==> src/rtl/bitsparse_pkg.sv <==
// Shared types for the bit-sparse value/place converters at the PE-array boundary.
// Both the forward and the inverse converter use the two-state sequencing enum.
package bitsparse_pkg;

   localparam int VALUE_W = 8;
   localparam int PLACE_W = 3;
   localparam int CNT_W   = 4;

   typedef logic [PLACE_W-1:0] place_t;
   typedef logic [VALUE_W-1:0] value_t;

   typedef enum logic {
      COLLECT = 1'b0,
      HOLD    = 1'b1
   } conv_state_e;

endpackage

==> src/rtl/bit_places_to_value_place_accumulator.sv <==
// Merges one bit place per beat into a partial value, counting beats and
// detecting repeated places. Next-state values are exported for the output register.
module bit_places_to_value_place_accumulator #(
   parameter int WIDTH   = 8,
   parameter int PLACE_W = $clog2(WIDTH),
   parameter int CNT_W   = $clog2(WIDTH + 1)
) (
   input  logic               CLK,
   input  logic               RSTN,
   input  logic               i_beat,
   input  logic               i_zero,
   input  logic               i_clear,
   input  logic [PLACE_W-1:0] i_place,
   output logic [WIDTH-1:0]   o_acc_next,
   output logic [CNT_W-1:0]   o_cnt_next,
   output logic               o_dup_next
);

   logic [WIDTH-1:0] r_acc;
   logic [CNT_W-1:0] r_cnt;
   logic             r_dup;
   logic [WIDTH-1:0] w_mask;

   always_comb begin
      // NOTE: every output gets a default first, so no path can infer a latch.
      w_mask          = '0;
      w_mask[i_place] = 1'b1;
      o_acc_next      = r_acc;
      o_cnt_next      = r_cnt;
      o_dup_next      = r_dup;
      if (i_beat && !i_zero) begin
         o_acc_next = r_acc | w_mask;
         o_dup_next = r_dup | (|(r_acc & w_mask));
         // Once all places are taken the count pins at WIDTH
         o_cnt_next = (r_cnt == CNT_W'(WIDTH)) ? r_cnt : r_cnt + 1'b1;
      end
   end

   // NOTE: state registers use non-blocking assignments so every flop samples
   // the pre-edge values, independent of statement order.
   always_ff @(posedge CLK or negedge RSTN) begin
      if (!RSTN) begin
         r_acc <= '0;
         r_cnt <= '0;
         r_dup <= 1'b0;
      end else if (i_clear) begin
         r_acc <= '0;
         r_cnt <= '0;
         r_dup <= 1'b0;
      end else if (i_beat) begin
         r_acc <= o_acc_next;
         r_cnt <= o_cnt_next;
         r_dup <= o_dup_next;
      end
   end

endmodule

==> src/rtl/bit_places_to_value.sv <==
// Rebuilds dense values from sparse set-bit place streams, with valid/ready on
// both sides, a per-value place count, a duplicate flag and a sticky protocol error.
module bit_places_to_value #(
   parameter int WIDTH   = 8,
   parameter int PLACE_W = $clog2(WIDTH),
   parameter int CNT_W   = $clog2(WIDTH + 1)
) (
   input  logic               CLK,
   input  logic               RSTN,
   input  logic               InValid,
   output logic               InReady,
   input  logic [PLACE_W-1:0] BitPlace,
   input  logic               InLast,
   input  logic               InZero,
   output logic               OutValid,
   input  logic               OutReady,
   output logic [WIDTH-1:0]   OutValue,
   output logic [CNT_W-1:0]   PlaceCount,
   output logic               OutDup,
   output logic               ProtoErr
);

   import bitsparse_pkg::conv_state_e;
   import bitsparse_pkg::COLLECT;
   import bitsparse_pkg::HOLD;

   conv_state_e      r_state;
   logic [WIDTH-1:0] r_out_value;
   logic [CNT_W-1:0] r_out_cnt;
   logic             r_out_dup;
   logic             r_proto_err;

   logic             w_accept;
   logic             w_emit;
   logic [WIDTH-1:0] w_acc_next;
   logic [CNT_W-1:0] w_cnt_next;
   logic             w_dup_next;

   // Draining the held value and accepting a new beat share one cycle
   assign OutValid = (r_state == HOLD);
   assign InReady  = !OutValid || OutReady;
   assign w_accept = InValid && InReady;
   assign w_emit   = w_accept && InLast;

   bit_places_to_value_place_accumulator #(
      .WIDTH   (WIDTH),
      .PLACE_W (PLACE_W),
      .CNT_W   (CNT_W)
   ) u_acc (
      .CLK        (CLK),
      .RSTN       (RSTN),
      .i_beat     (w_accept),
      .i_zero     (InZero),
      .i_clear    (w_emit),
      .i_place    (BitPlace),
      .o_acc_next (w_acc_next),
      .o_cnt_next (w_cnt_next),
      .o_dup_next (w_dup_next)
   );

   always_ff @(posedge CLK or negedge RSTN) begin
      if (!RSTN) begin
         r_state     <= COLLECT;
         r_out_value <= '0;
         r_out_cnt   <= '0;
         r_out_dup   <= 1'b0;
         r_proto_err <= 1'b0;
      end else begin
         if (w_emit) begin
            r_state     <= HOLD;
            r_out_value <= w_acc_next;
            r_out_cnt   <= w_cnt_next;
            r_out_dup   <= w_dup_next;
         end else if (OutValid && OutReady) begin
            r_state <= COLLECT;
         end
         if (w_accept && InZero && !InLast)
            r_proto_err <= 1'b1;
      end
   end

   assign OutValue   = r_out_value;
   assign PlaceCount = r_out_cnt;
   assign OutDup     = r_out_dup;
   assign ProtoErr   = r_proto_err;

endmodule

==> config.mk <==
export PLATFORM = sky130hd
export DESIGN_NAME = bit_places_to_value
export DESIGN_NICKNAME = d
export VERILOG_FILES = /design/src/rtl/bitsparse_pkg.sv /design/src/rtl/bit_places_to_value_place_accumulator.sv /design/src/rtl/bit_places_to_value.sv
export SDC_FILE = /design/constraint.sdc
export NUM_CORES = 1
export LEC_CHECK = 0
export BUFFER_PORTS_ARGS = -buffer_cell sky130_fd_sc_hd__buf_2
export CORE_MARGIN = 10
export CORE_UTILIZATION = 37
export CTS_CLUSTER_DIAMETER = 60
export DETAILED_ROUTE_END_ITERATION = 10
export GPL_ROUTABILITY_DRIVEN = 0
export SLEW_MARGIN = 20
export SYNTH_ARGS = -nofsm -noshare
export SYNTH_HDL_FRONTEND = slang
export SYNTH_SLANG_ARGS = --single-unit
==> constraint.sdc <==
create_clock -name CLK -period 1.3 [get_ports CLK]
set_input_delay 0.13 -clock CLK [delete_from_list [all_inputs] [get_ports CLK]]
set_output_delay 0.13 -clock CLK [all_outputs]
set_load 0.1 [all_outputs]
==> results of run 1 <==
## kinds of logic after synthesis
| family | synth area share |
|---|---|
| and+or+nand+nor | 0.173 |
| AOI/OAI and AO/OA | 0.156 |
| DFF | 0.541 |
| buffers and inverters | 0.0492 |
| muxes | 0.0483 |
| xor gates and xnor gates | 0.0135 |
| adders and majority gates | 0.0193 |
## synthesized netlist by cell type
master	instances
nand4_1	4
dfrtp_1	28
a31o_2	1
o21ai_2	1
o22ai_2	1
nor3_1	1
buf_6	2
inv_2	1
a31oi_1	4
nand3b_1	1
mux2i_1	4
or4_1	1
o21a_1	1
inv_1	6
mux4_2	1
xnor2_1	2
or3_4	1
a21oi_1	16
nand3_1	2
buf_4	1
nor2b_1	3
ha_1	2
nor4_1	2
o21ai_0	9
o31ai_1	2
nor2_1	22
clkbuf_1	2
nand2_1	9
and4_2	1
## cell type report
type / instances / area [µm²] / area share
inverters: 7 / 33.8 / 0.0160
clock buffers: 3 / 22.5 / 0.0107
repair buffers: 66 / 544 / 0.258
multi-input cells: 91 / 713 / 0.339
well taps: 46 / 57.6 / 0.0273
flip-flops and latches: 28 / 704 / 0.335
clock inverters: 1 / 30.0 / 0.0143
## critical path, cell delays in order, from the launching register on
cell and delay, ns:
dfrtp_4 0.50, nor2b_4 0.15, buf_4 0.13, buf_6 0.12, nor3_4 0.22, buf_4 0.18, clkbuf_16 0.14, a21oi_2 0.06
## power by group through the flow
stage	logic [mW]	registers, mW	clock network, mW
floorplan	0.229	1.59	0
global placement	1.03	1.04	0
detailed placement	1.04	1.05	0
CTS	1.11	1.04	0.603
global route	1.30	1.05	0.640
finish	1.24	1.04	0.605
## sequential cells by signal, summed over array words and instances (netlist names)
register	count
OutDup	1
OutValid	1
OutValue	8
PlaceCount	4
ProtoErr	1
u_acc.r_acc	8
u_acc.r_cnt	4
u_acc.r_dup	1
## final timing paths
kind,startpoint,end,slack [ns],cells past startpoint
setup / recovery,OutValid,OutValue[6],-0.30,7
hold / removal,InLast,u_acc.r_dup,0.12,3
setup reg to reg,OutValid,OutValue[6],-0.30,7
hold reg to reg,PlaceCount[3],PlaceCount[3],0.52,2
max in group asynchronous,RSTN,u_acc.r_acc[7],0.59,3
min in group asynchronous,RSTN,OutValid,0.23,2
## repair_timing
item,in CTS,in global routing
endpoints found under the hold margin,15,0
pin swaps,18,12
gates cloned,0,1
setup buffers,6,13
endpoints found under the setup margin,30,38
hold buffers,1,0
resized for setup,26,31
## routing by layer
metal / vias up / GRT usage
met4: 0 / 0.0573
met5: - / 0
met3: 2 / 0.0293
met1: 623 / 0.148
met2: 30 / 0.191
li1: 590 / -
==> run metrics, run 1 <==
WL final 4010 µm; Avg Vias per Cell 5.14; Total Die Area 6270 µm²; dpl ws -0.192 ns; commonest non-fill, non-tap cell in the layout buf_4; Slew Viols, Final 0; combinational share of power 0.430; most frequent cells in the layout 37 x buf_4, 27 x dfrtp_1, 19 x nor2_1; Area contributors post-synth dfrtp_1 54%, nor2_1 6.4%, a21oi_1 6.2%; RSZ-0062 raised after global routing yes; hold_ws 0.119 ns; input/output buffers 24; sequential fraction of the synthesis area 0.541; DR WL met3 168 µm; Worst Skew 0.00148 ns; Sw Pwr 1.24 mW; Internal 1.65 mW; cts bufs inserted 3; ant diodes 0; GRT Total Usage 0.120; Reg clk slew, reported paths 0.17 ns; starting density of the core 0.385; DR WL/cell 16.6 µm; Tightest Pin Transition 0.486 ns; cell count after synthesis 131; deepest clock path buffer count 2; Yosys Warn Count 0; register share of total power 0.361; Final nets 208; Fillers 287; CP Data Arrival Time 1.85 ns; setup TNS -6.57 ns; CTS tree built; min Tclk post-route 1.60 ns; Die H 79.2 µm; status complete, but fails checks; Peak Freq 626 MHz; Area after DPL 1670 µm²; Mean Syn Cell Area 9.89 µm²; largest net degree at the start of global routing 20; overflow left after global routing 0; Rel. slew slack 0.678; total number of vias 1245; Die Wd 79.2 µm; final non-filler cell total 242; VDD IR-drop max 0.000716 V; post-route clock period utilization 1.23; row count 21; DRC viols 0; CTS root buf clkbuf_4; leakage 0.959 nW; initial antenna violation count 0; largest area contributor in the netlist dfrtp_1; Pre-antenna DRT Iters 4; post-route setup slack -0.298 ns; failing checks negative setup slack; placed cell count 218; H-tree levels 1; Routed Antenna Nets 0; # setup viols final 30; Hold Path Class input port to flip-flop; Worst Path Max Fanout 9; PnR Total Power 2.89 mW; Clock Latency Late Sink 0.34 ns; ratio of cells with drive above 1 in the final layout 0.531; vias in the first global route 1266; Placeable Area 3360 µm²; Critical Setup Path Class flip-flop to flip-flop; Ports 25; register bit total from synthesis 28; Worst setup EP type flip-flop; Yosys top cell area share 0.541; syn nets 142; maxcap violations 0; synth unique cells 29; met1 wire length 1790 µm; hpwl dp 2520 µm; mapped cell area 1300 µm²; Sw Ratio 0.429; CTS sink cnt 28; Highest Signal Layer met4; type of origin of the critical path flip-flop; Clk network pwr share 0.209; first-pass GRT wire length 6070 µm; Design Area, Final 2110 µm²; Met2 Wirelength 2010 µm; area grow syn2layout 62.5%; Final Hold Vio Count 0; PwrDens 1370 nW/µm²; required time worst endpoint 1.55 ns; Util after Layout 0.626; initial DRC count 82
No activity file was read; power rests on OpenSTA's default activity.
==> inputs of run 2 (changes only) <==
--- a/config.mk
+++ b/config.mk
@@ -6,11 +6,14 @@
 export NUM_CORES = 1
 export LEC_CHECK = 0
 export BUFFER_PORTS_ARGS = -buffer_cell sky130_fd_sc_hd__buf_2
+export CELL_PAD_IN_SITES_DETAIL_PLACEMENT = 0
+export CELL_PAD_IN_SITES_GLOBAL_PLACEMENT = 1
 export CORE_MARGIN = 10
 export CORE_UTILIZATION = 37
 export CTS_CLUSTER_DIAMETER = 60
 export DETAILED_ROUTE_END_ITERATION = 10
 export GPL_ROUTABILITY_DRIVEN = 0
+export PLACE_DENSITY_LB_ADDON = 0.1
 export SLEW_MARGIN = 20
 export SYNTH_ARGS = -nofsm -noshare
 export SYNTH_HDL_FRONTEND = slang
==> run 2 against run 1 <==
The run still ends with negative setup slack left; core utilization is 4.7 points lower; clock power is 2% lower; fmax is 6.6% higher; non-clock buffer count is 11 lower.
==> run metrics, run 2 (synthesized netlist as in run 1, its figures left out) <==
Clock Latency Late Sink 0.34 ns (about the same); final non-filler cell total 231 (was 242); maxcap violations 0 (unchanged); total number of vias 1172 (was 1245); placed cell count 217 (was 218); # setup viols final 25 (was 30); min Tclk post-route 1.50 ns (was 1.60 ns); DRC viols 0 (unchanged); ant diodes 0 (unchanged); most frequent cells in the layout 27 x dfrtp_1, 25 x buf_4, 22 x nor2_1 (was 37 x buf_4, 27 x dfrtp_1, 19 x nor2_1); Tightest Pin Transition 0.347 ns (was 0.486 ns); H-tree levels 1 (unchanged); Util after Layout 0.579 (was 0.626); deepest clock path buffer count 2 (unchanged); starting density of the core 0.385 (unchanged); Rel. slew slack 0.769 (was 0.678); Reg clk slew, reported paths 0.16 ns (was 0.17 ns); area taken by flip-flops and latches 704 µm² (unchanged); CTS root buf clkbuf_4 (unchanged); Avg Vias per Cell 5.07 (was 5.14); Fillers 315 (was 287); vias in the first global route 1160 (was 1266); Worst Path Max Fanout 2 (was 9); PnR Total Power 2.78 mW (was 2.89 mW); required time worst endpoint 1.58 ns (was 1.55 ns); Final Hold Vio Count 0 (unchanged); initial DRC count 50 (was 82); DR WL/cell 15.0 µm (was 16.6 µm); CP Data Arrival Time 1.78 ns (was 1.85 ns); ratio of cells with drive above 1 in the final layout 0.465 (was 0.531); first-pass GRT wire length 5330 µm (was 6070 µm); post-route clock period utilization 1.15 (was 1.23); type of origin of the critical path flip-flop (unchanged); initial antenna violation count 0 (unchanged); largest net degree at the start of global routing 30 (was 20); hpwl dp 2410 µm (was 2520 µm); CTS sink cnt 28 (unchanged); PwrDens 1430 nW/µm² (was 1370 nW/µm²); Total Die Area 6270 µm² (unchanged); WL final 3470 µm (was 4010 µm); leakage 0.888 nW (was 0.959 nW); Critical Setup Path Class flip-flop to flip-flop (unchanged); VDD IR-drop max 0.000761 V (was 0.000716 V); Hold Path Class input port to flip-flop (unchanged); Routed Antenna Nets 0 (unchanged); cts bufs inserted 3 (unchanged); Worst Skew 0.00682 ns (was 0.00148 ns); commonest non-fill, non-tap cell in the layout dfrtp_1 (was buf_4); Final nets 197 (was 208); Pre-antenna DRT Iters 4 (unchanged); status complete, but fails checks (unchanged); area grow syn2layout 50.3% (was 62.5%); hold_ws 0.111 ns (was 0.119 ns); CTS tree built (unchanged); Peak Freq 667 MHz (was 626 MHz); overflow left after global routing 0 (unchanged); Die Wd 79.2 µm (unchanged); failing checks negative setup slack (unchanged); post-route setup slack -0.199 ns (was -0.298 ns); input/output buffers 24 (unchanged); GRT Total Usage 0.103 (was 0.120); RSZ-0062 raised after global routing yes (unchanged); Die H 79.2 µm (unchanged); Worst setup EP type flip-flop (unchanged); Ports 25 (unchanged); row count 21 (unchanged); Slew Viols, Final 0 (unchanged); setup TNS -2.29 ns (was -6.57 ns); Placeable Area 3360 µm² (unchanged); multi-input logic area 656 µm² (was 713 µm²)
==> run 2: path summary, 6_finish.rpt <==
kind	from	to	slack, ns	depth (start not counted)
worst max register to register	u_acc.r_acc[1]	OutDup	-0.20	4
max in group asynchronous	RSTN	PlaceCount[1]	0.70	3
worst min register to register	ProtoErr	ProtoErr	0.49	1
worst min-delay path	InLast	u_acc.r_dup	0.11	3
worst max-delay path	u_acc.r_acc[1]	OutDup	-0.20	4
min in group asynchronous	RSTN	OutDup	0.20	2
==> run 2: routing by layer <==
metal	GRT usage	vias to the layer above	part of all wire
met3	0.0338	2	0.064
met2	0.162	31	0.47
met1	0.131	572	0.46
met5	0	-	0
met4	0.0269	0	0.0046
li1	-	567	-
==> run 2: area by class of cell <==
| class | instances | share of cell area |
|---|---|---|
| multi-input cells | 91 | 0.337 |
| repair buffers | 55 | 0.228 |
| clock buffers | 3 | 0.0116 |
| well taps | 46 | 0.0295 |
| flip-flops and latches | 28 | 0.362 |
| clock inverters | 1 | 0.0154 |
| inverters | 7 | 0.0173 |
==> run 2: timing repair <==
| item | 4_1_cts | 5_1_grt |
|---|---|---|
| resized for setup | 11 | 33 |
| endpoints found under the hold margin | 28 | 0 |
| hold buffers | 1 | 0 |
| pin swaps | 10 | 13 |
| buffers inserted | 0 | 9 |
| endpoints found under the setup margin | 28 | 42 |
==> run 2: power by group <==
group          switching, mW  internal [mW]  leakage (nW)
Sequential            0.0565          0.976         0.354
Combinational          0.838          0.317         0.506
Clock                  0.278          0.312        0.0279
Total                   1.17           1.60         0.888
==> run 2: per-stage QoR <==
step	instance area [µm²]	worst slack, ns
2_1_floorplan	1340	-0.440
3_3_place_gp	1670	-0.155
3_5_place_dp	1670	-0.180
4_1_cts	1780	-0.178
5_1_grt	1950	-0.242
6_report	1950	-0.199
==> run 2: worst max-delay path: stages (launching register included) <==
cell     delay [ns]
dfrtp_1        0.40
mux2i_1        0.09
mux4_2         0.45
or3_4          0.35
o22ai_2        0.15
==> inputs of run 3 (changes only) <==
--- a/config.mk
+++ b/config.mk
@@ -14,6 +14,8 @@
 export DETAILED_ROUTE_END_ITERATION = 10
 export GPL_ROUTABILITY_DRIVEN = 0
 export PLACE_DENSITY_LB_ADDON = 0.1
+export REMOVE_ABC_BUFFERS = 1
+export SETUP_SLACK_MARGIN = 0.1
 export SLEW_MARGIN = 20
 export SYNTH_ARGS = -nofsm -noshare
 export SYNTH_HDL_FRONTEND = slang
==> run 3 against run 2 <==
Fmax fell by 1.5%; largest cell class unchanged; clock skew rose by 0.0031 ns; register-to-register slack got worse by 0.02 ns; the flow still finishes with violations (negative setup slack); core utilization rose by 0.33 points; final cell count did not move; critical path type unchanged; flip-flop and latch count did not move.
==> run metrics, run 3 (synthesized netlist as in run 1, its figures left out) <==
maxcap violations 0 (unchanged); Total Die Area 6270 µm² (unchanged); initial antenna violation count 0 (unchanged); commonest non-fill, non-tap cell in the layout buf_4 (was dfrtp_1); failing checks negative setup slack (unchanged); type of origin of the critical path flip-flop (unchanged); CTS tree built (unchanged); worst-path cell chain mux2i_1, mux4_2, or3_4, o22ai_2 (unchanged); total number of vias 1168 (was 1172); Highest Signal Layer met4 (unchanged); RSZ-0062 raised after global routing yes (unchanged); area grow syn2layout 51.2% (was 50.3%); min Tclk post-route 1.52 ns (was 1.50 ns); Routed Antenna Nets 0 (unchanged); Clock Latency Late Sink 0.33 ns (was 0.34 ns); Reg clk slew, reported paths 0.15 ns (was 0.16 ns); largest net degree at the start of global routing 29 (was 30); dpl ws -0.212 ns (was -0.180 ns); H-tree levels 1 (unchanged); overflow left after global routing 0 (unchanged); required time worst endpoint 1.56 ns (was 1.58 ns); register share of total power 0.391 (was 0.372); # setup viols final 21 (was 25); PwrDens 1350 nW/µm² (was 1430 nW/µm²); Design Area, Final 1960 µm² (was 1950 µm²); DR WL/cell 14.8 µm (was 15.0 µm); Crit path max-delay family multiplexers (unchanged); met1 wire length 1450 µm (was 1600 µm); Peak Freq 657 MHz (was 667 MHz); Worst setup EP type flip-flop (unchanged); input/output buffers 24 (unchanged); Fillers 314 (was 315); hpwl dp 2380 µm (was 2410 µm); initial DRC count 93 (was 50); CP Data Arrival Time 1.78 ns (about the same); GRT Total Usage 0.116 (was 0.103); Slew Viols, Final 0 (unchanged); slowest cell delay on critical path 0.48 ns (was 0.45 ns); CTS root buf clkbuf_4 (unchanged); first-pass GRT wire length 5930 µm (was 5330 µm); post-route clock period utilization 1.17 (was 1.15); Met2 Wirelength 1790 µm (was 1640 µm); hold_ws 0.123 ns (was 0.111 ns); Sw Pwr 1.16 mW (was 1.17 mW); DR WL met3 142 µm (was 221 µm); post-route setup slack -0.222 ns (was -0.199 ns); Clk network pwr share 0.161 (was 0.212); Avg Vias per Cell 5.06 (was 5.07); ant diodes 0 (unchanged); Tightest Pin Transition 0.645 ns (was 0.347 ns); leakage 0.893 nW (was 0.888 nW); starting density of the core 0.385 (unchanged); Die H 79.2 µm (unchanged); VDD IR-drop max 0.000682 V (was 0.000761 V); combinational share of power 0.447 (was 0.416); WL final 3420 µm (was 3470 µm); ratio of cells with drive above 1 in the final layout 0.449 (was 0.465); worst path bufs/invs 0 (unchanged); Hold Path Class input port to flip-flop (unchanged); Worst Skew 0.00994 ns (was 0.00682 ns); CP max stage cell mux4_2 (unchanged); Ports 25 (unchanged); DRC viols 0 (unchanged); Internal 1.49 mW (was 1.60 mW); cts bufs inserted 3 (unchanged); deepest clock path buffer count 2 (unchanged); row count 21 (unchanged); Final Hold Vio Count 0 (unchanged); most frequent cells in the layout 31 x buf_4, 27 x dfrtp_1, 22 x nor2_1 (was 27 x dfrtp_1, 25 x buf_4, 22 x nor2_1); Critical Setup Path Class flip-flop to flip-flop (unchanged); Die Wd 79.2 µm (unchanged); Pre-antenna DRT Iters 4 (unchanged); CTS sink cnt 28 (unchanged); vias in the first global route 1256 (was 1160); Area after DPL 1590 µm² (was 1670 µm²); r2r setup slk -0.22 ns (was -0.20 ns); Worst Path Max Fanout 2 (unchanged); Placeable Area 3360 µm² (unchanged); status complete, but fails checks (unchanged); Rel. slew slack 0.570 (was 0.769); Sw Ratio 0.438 (was 0.422); Final nets 197 (unchanged)
## run 3: cell types whose count changed in the layout (fill, tap and decap cells not counted), moves of 2 or more
cell / change
nand2_2: -2
buf_4: +6
nand3_4: +2
nand2_1: +3
clkbuf_4: -15
buf_6: +10
nand3_2: -2
## run 3: path summary, 6_finish.rpt
check / start / to / depth (start not counted)
worst max-delay path: u_acc.r_acc[7] / OutDup / 4
worst min-delay path: InLast / u_acc.r_dup / 3
worst max register to register: u_acc.r_acc[7] / OutDup / 4
worst min register to register: PlaceCount[0] / PlaceCount[0] / 2
max in group asynchronous: RSTN / u_acc.r_cnt[2] / 2
min in group asynchronous: RSTN / u_acc.r_cnt[3] / 2
## run 3: stage by stage
| step | std cells | TNS [ns] | util | power (mW) |
|---|---|---|---|---|
| finish | 231 | -2.01 | 0.583 | 2.65 |
| global route | 231 | -3.59 | 0.583 | 2.80 |
| CTS | 226 | -1.34 | 0.551 | 2.61 |
| detailed placement | 214 | -2.42 | 0.473 | 2.05 |
| global placement | 214 | -1.63 | 0.473 | 2.04 |
| floorplan | 126 | -36.30 | - | 1.79 |
## run 3: layout make-up
class / count / area (µm²) / area share
Tap cell: 46 / 57.6 / 0.0294
Clock buffer: 4 / 36.3 / 0.0185
Multi-Input combinational cell: 91 / 666 / 0.340
Timing Repair Buffer: 55 / 469 / 0.239
Sequential cell: 28 / 702 / 0.358
Inverter: 7 / 28.8 / 0.0147
## run 3: power by group through the flow
stage	registers [mW]	logic [mW]	clock network (mW)
5_1_grt	1.05	1.25	0.489
6_report	1.04	1.19	0.427
3_5_place_dp	1.04	1.01	0
3_3_place_gp	1.04	1.00	0
4_1_cts	1.03	1.13	0.452
2_1_floorplan	1.59	0.201	0
## run 3: what timing repair did
item	in CTS	in global routing
endpoints found under the hold margin	28	0
resized for setup	46	18
endpoints found under the setup margin	44	32
hold buffers	1	0
pin swaps	18	10
setup buffers	8	6
## run 3: routing by layer
metal | global-route usage | up-vias
met4 | 0.0520 | 0
li1 | - | 569
met2 | 0.191 | 21
met3 | 0.0304 | 6
met1 | 0.140 | 572
met5 | 0 | -
## run 3: worst reg2reg max path, delay by kind of cell (launching register included)
kind             cells  cell delay (ns)
flip-flops           1             0.40
AO/OA/AOI/OAI        1             0.14
AND/OR/NAND/NOR      1             0.36
multiplexers         2             0.56
